$ cat config.mk
export PLATFORM = sky130hd
export DESIGN_NAME = match_referee
export DESIGN_NICKNAME = d
export VERILOG_FILES = /design/src/rtl/match_referee.sv
export SDC_FILE = /design/constraint.sdc
export NUM_CORES = 1
export LEC_CHECK = 0
export CORE_ASPECT_RATIO = 0.6
export CORE_MARGIN = 2
export CORE_UTILIZATION = 35
export CTS_CLUSTER_SIZE = 30
export DETAILED_ROUTE_END_ITERATION = 10
export PLACE_DENSITY = 0.53
export REMOVE_ABC_BUFFERS = 1
export SETUP_SLACK_MARGIN = 0.05
export SYNTH_ARGS = -nofsm -noshare
export SYNTH_HDL_FRONTEND = slang
export SYNTH_SLANG_ARGS = --single-unit
$ cat constraint.sdc
create_clock -name clk -period 3.1 [get_ports clk]
set_input_delay 0.62 -clock clk [delete_from_list [all_inputs] [get_ports clk]]
set_output_delay 0.62 -clock clk [all_outputs]
set_load 0.01 [all_outputs]
$ cat src/rtl/match_referee.sv
// Match sequencing for the pong game: counts goals from the ball controller's
// toggle outputs, paces kickoffs after each goal and declares the winner.
module match_referee #(
   parameter int WIN_SCORE     = 5,
   parameter int SCORE_WIDTH   = 4,
   parameter int RESTART_DELAY = 50_000_000
) (
   input  logic                   clk,
   input  logic                   rst_n,
   input  logic                   start_btn,
   input  logic                   blue_score_up,
   input  logic                   red_score_up,
   output logic                   game_initiated,
   output logic                   game_over,
   output logic [SCORE_WIDTH-1:0] blue_score,
   output logic [SCORE_WIDTH-1:0] red_score,
   output logic [1:0]             winner,
   output logic                   goal_flash,
   output logic [1:0]             state_dbg
);

   localparam int CNT_W = $clog2(RESTART_DELAY + 1);
   localparam logic [SCORE_WIDTH-1:0] WIN    = SCORE_WIDTH'(WIN_SCORE);
   localparam logic [SCORE_WIDTH-1:0] ONE    = SCORE_WIDTH'(1);
   localparam logic [CNT_W-1:0]       RELOAD = CNT_W'(RESTART_DELAY - 1);

   typedef enum logic [1:0] {
      IDLE      = 2'd0,
      PLAYING   = 2'd1,
      PAUSE     = 2'd2,
      GAME_OVER = 2'd3
   } state_t;

   state_t                 state_q, state_d;
   logic [CNT_W-1:0]       cnt_q, cnt_d;
   logic [SCORE_WIDTH-1:0] blue_q, blue_d, red_q, red_d;
   logic [1:0]             winner_q, winner_d;
   logic                   over_q, over_d;
   logic                   flash_q, flash_d;
   logic                   init_q, init_d;
   logic                   start_prev, blue_prev, red_prev;

   logic                   start, blue_goal, red_goal;
   logic [SCORE_WIDTH-1:0] blue_new, red_new;

   assign start     = start_btn & ~start_prev;
   assign blue_goal = blue_score_up ^ blue_prev;
   assign red_goal  = red_score_up ^ red_prev;

   // Saturating increments; a score below WIN never wraps.
   assign blue_new = !blue_goal ? blue_q : (blue_q >= WIN) ? WIN : blue_q + ONE;
   assign red_new  = !red_goal  ? red_q  : (red_q  >= WIN) ? WIN : red_q  + ONE;

   // start_prev resets high so a button held through reset is not a press.
   always_ff @(posedge clk or negedge rst_n) begin
      if (!rst_n) begin
         state_q    <= IDLE;
         cnt_q      <= '0;
         blue_q     <= '0;
         red_q      <= '0;
         winner_q   <= 2'b00;
         over_q     <= 1'b0;
         flash_q    <= 1'b0;
         init_q     <= 1'b0;
         start_prev <= 1'b1;
         blue_prev  <= 1'b0;
         red_prev   <= 1'b0;
      end else begin
         state_q    <= state_d;
         cnt_q      <= cnt_d;
         blue_q     <= blue_d;
         red_q      <= red_d;
         winner_q   <= winner_d;
         over_q     <= over_d;
         flash_q    <= flash_d;
         init_q     <= init_d;
         start_prev <= start_btn;
         blue_prev  <= blue_score_up;
         red_prev   <= red_score_up;
      end
   end

   always_comb begin
      state_d  = state_q;
      cnt_d    = cnt_q;
      blue_d   = blue_q;
      red_d    = red_q;
      winner_d = winner_q;
      over_d   = over_q;
      flash_d  = flash_q;
      init_d   = 1'b0;
      case (state_q)
         IDLE: begin
            if (start) begin
               init_d  = 1'b1;
               state_d = PLAYING;
            end
         end
         PLAYING: begin
            if (blue_goal || red_goal) begin
               blue_d = blue_new;
               red_d  = red_new;
               if (blue_new == WIN || red_new == WIN) begin
                  state_d  = GAME_OVER;
                  over_d   = 1'b1;
                  winner_d = {red_new == WIN, blue_new == WIN};
               end else begin
                  state_d = PAUSE;
                  cnt_d   = RELOAD;
                  flash_d = 1'b1;
               end
            end
         end
         PAUSE: begin
            if (cnt_q == '0) begin
               init_d  = 1'b1;
               flash_d = 1'b0;
               state_d = PLAYING;
            end else begin
               cnt_d = cnt_q - 1'b1;
            end
         end
         GAME_OVER: begin
            // Relaunch and game_over drop land on the same edge.
            if (start) begin
               blue_d   = '0;
               red_d    = '0;
               winner_d = 2'b00;
               over_d   = 1'b0;
               init_d   = 1'b1;
               state_d  = PLAYING;
            end
         end
         default: state_d = IDLE;
      endcase
   end

   always_comb begin
      game_initiated = init_q;
      game_over      = over_q;
      blue_score     = blue_q;
      red_score      = red_q;
      winner         = winner_q;
      goal_flash     = flash_q;
      state_dbg      = state_q;
   end

endmodule

==> qor.yml <==
route:
  post-route-drc-count: 0
  firstDrtPassIters: 4
  drt_iter0_markers: 178
  antenna_left: 0
  avgViaCountPerCell: 5.58
  drt-total-wl_um: 7690
  wl_per_cell_um: 16.9
  via_count: 2537
min_path:
  hold_path_class: "reg -> reg"
  holdCritStartpoint: "cnt_q[23]$_DFFE_PN0P_"
  holdPathEnd: "cnt_q[23]$_DFFE_PN0P_"
  whs_path_depth: 1
critical_path:
  worstPathMaxFanout: 7
  crit_type: "in -> reg"
  crit_top_cell: "buf_4"
  r2r-start: "red_score[1]$_DFFE_PN0P_"
  reg2reg_to: "cnt_q[16]$_DFFE_PN0P_"
  path_cells: "clkdlybuf4s50_1, xnor2_1, a31oi_1, a211oi_1, buf_4, o21a_1, nor2_1, buf_4, a311oi_1"
  reg2reg_slack_ps: 450
  crit_path_end_kind: "register"
  cpPeakStageDelay_ps: 480
  reg2regPathDepth: 10
  cp_slowest_cell: "clkdlybuf4s50_1"
  start_kind: "primary input"
  cp.arrival_ps: 3000
  required_ps: 3300
timing:
  setup_viol: 0
  min_period_ps: 2800
  report.final.slew_viol_count: 0
  finalSetupTns_ps: 0
  final.setup.worst_slack_ps: 301
  finalCritPeriodShare_pct: 90.3
  rsz0062_at_grt: "false"
  clock_skew_ps: 8.72
  report.final.hold_viol_count: 0
  max_freq_mhz: 357
  tightest_slew_ps: 1040
  maxSlewHeadroom_pct: 30.6
yosys:
  syn_area_sq_mm: 0.00288
  synth_area_leaders: "dfrtp_1 (37%), ha_1 (5.2%), a21oi_1 (3.7%), nor3_1 (3.3%), nor2_1 (3.3%)"
  yosys.area.top_type_share_pct: 37.4
  synth_flop_cell: "dfrtp_1"
  synthCells: 315
  synth-edff-count: 0
  ys_seq_area_share_pct: 38.3
  yosys_warnings: 0
  yosys.cell_types.count: 73
  async_flop_share_pct: 100
  avgSynthCellArea_sq_um: 9.13
  ys_top_cells_by_count: "dfrtp_1 (43), nor2_1 (25), nand2_1 (23), a21oi_1 (21), nor3_1 (19)"
  ys_seq_elements: 44
  yosysTopAreaCell: "dfrtp_1"
  yosysMostFrequentCell: "dfrtp_1"
cells_and_area:
  utilization_pct: 43.7
  final_nets: 363
  drive_gt1_share_pct: 14.7
  syn2layout_area_growth_pct: 20.2
  diodes: 0
floorplan:
  initial_core_util_pct: 36.3
  die_x_um: 121
  rows: 25
  num_io_pins: 20
  coreArea_sq_mm: 0.00791
  die_h_um: 74.2
  design.die.area_sq_mm: 0.00898
global_route:
  grt_overflow: 0
  antenna_found_initial: 0
  grt_pass1_vias: 2461
  grt_usage_pct: 18.9
  grt_max_degree: 45
  grt_first_pass_wirelength_um: 13100
placement:
  numPortBuffers: 19
  place_ws_ps: 26.2
  gp_congestion: 0.866
  place_hpwl_um: 5610
power_and_ir_drop:
  p_leak_uw: 0.00133
  peakVddDrop_mv: 0.270
  p_per_area_mw_per_mm2: 802
clock_tree:
  path_clk_slew_ps: 60
  cts_setup_buffers: 0
  cts-htree-levels: 2
  cts_tree: "yes"
  ctsResizeCount: 0
  cts.sinks: 44
  clock_path_buffers: 2
  clk_latency_ps: 290
  hold_buffers: 0
  cts_made_buffers: 5
  clockRootBuffer: "clkbuf_16"
outcome:
  status: "finished, final reports clean"
job:
  maxCapViolCount: 0
worst max-delay path by stage:
stage,start,end,slack [ps],depth (start not counted)
final,red_score_up,cnt_q[12]$_DFFE_PN0P_,300,9
after global routing,red_score_up,cnt_q[18]$_DFFE_PN0P_,60,9
after CTS,red_score_up,cnt_q[12]$_DFFE_PN0P_,330,9
after detailed placement,red_score_up,cnt_q[12]$_DFFE_PN0P_,30,9
after global placement,red_score_up,cnt_q[18]$_DFFE_PN0P_,100,9
after floorplan,cnt_q[2]$_DFFE_PN0P_,cnt_q[23]$_DFFE_PN0P_,480,6
worst max-delay path: cells and delay by family:
| kind | cells | cell delay [ps] |
|---|---|---|
| and+or+nand+nor | 1 | 80 |
| buffers and inverters | 3 | 850 |
| xor gates and xnor gates | 1 | 480 |
| AOI/OAI and AO/OA | 4 | 960 |
cells in the final DEF, fill, tap and decap left out, types with 3 or more instances in the layout:
cell type / count
o41ai_1: 6
o21a_1: 3
nand2b_1: 6
a21oi_1: 21
nor3_1: 19
clkdlybuf4s50_1: 18
xnor2_1: 3
dfrtp_1: 43
o31ai_1: 7
a211oi_1: 4
and3_1: 3
buf_4: 20
nor3b_1: 3
nor2_1: 25
or2_2: 5
a22o_1: 4
or3_1: 5
nor4_1: 6
nand2_1: 23
ha_1: 12
o21ai_0: 8
inv_1: 12
o21ai_1: 8
nand3_1: 6
clkbuf_16: 5
a31oi_1: 11
nor2b_1: 3
stage by stage:
step | area, sq um | std cells | hold WS (ps) | total power, uW
after global placement | 3270 | 447 | 460 | 2120
after floorplan | 2800 | 300 | 324 | 1560
after detailed placement | 3270 | 447 | 471 | 2110
final | 3460 | 455 | 481 | 2770
after global routing | 3460 | 455 | 522 | 2980
after CTS | 3460 | 455 | 481 | 2780
cell type report:
type / count / area, sq um
fill: 783 / 4460
multi-input combinational: 244 / 1660
sequential: 44 / 1100
timing repair buffer: 39 / 335
clock buffer: 7 / 153
tap: 108 / 135
inverter: 12 / 45.0
clock inverter: 1 / 30.0
where the power goes:
part,internal [uW],leakage (uW),switching (uW),total [uW]
registers,661,0.000491,121,782
logic,557,0.000744,776,1330
clock network,425,0.0000901,232,657
metal layers:
layer / GRT usage [%] / up-vias / wire length (um)
met3: 3.68 / 5 / 433
met2: 23.7 / 71 / 2710
met1: 31.4 / 1198 / 4480
met4: 5.68 / 0 / 65
li1: - / 1263 / -
met5: 0 / - / 0
cells by family (layout without fill, tap and decap cells):
kind of cell               Yosys count  in the layout  share of synthesized area [%]
AOI/OAI and AO/OA                   99             99                           25.0
xor gates and xnor gates             5              5                           1.52
DFF                                 44             44                           38.3
and+or+nand+nor                    126            126                           25.1
buffers and inverters               27             59                           4.05
adders and majority gates           12             12                           5.22
muxes                                2              2                          0.740
state kept, by name, summed over array words and instances, names as in the netlist:
| signal | cells |
|---|---|
| blue_prev | 1 |
| blue_score | 4 |
| cnt_q | 26 |
| game_initiated | 1 |
| game_over | 1 |
| goal_flash | 1 |
| red_prev | 1 |
| red_score | 4 |
| start_prev | 1 |
| state_dbg | 2 |
| winner | 2 |
No activity file was read; power rests on OpenSTA's default activity.
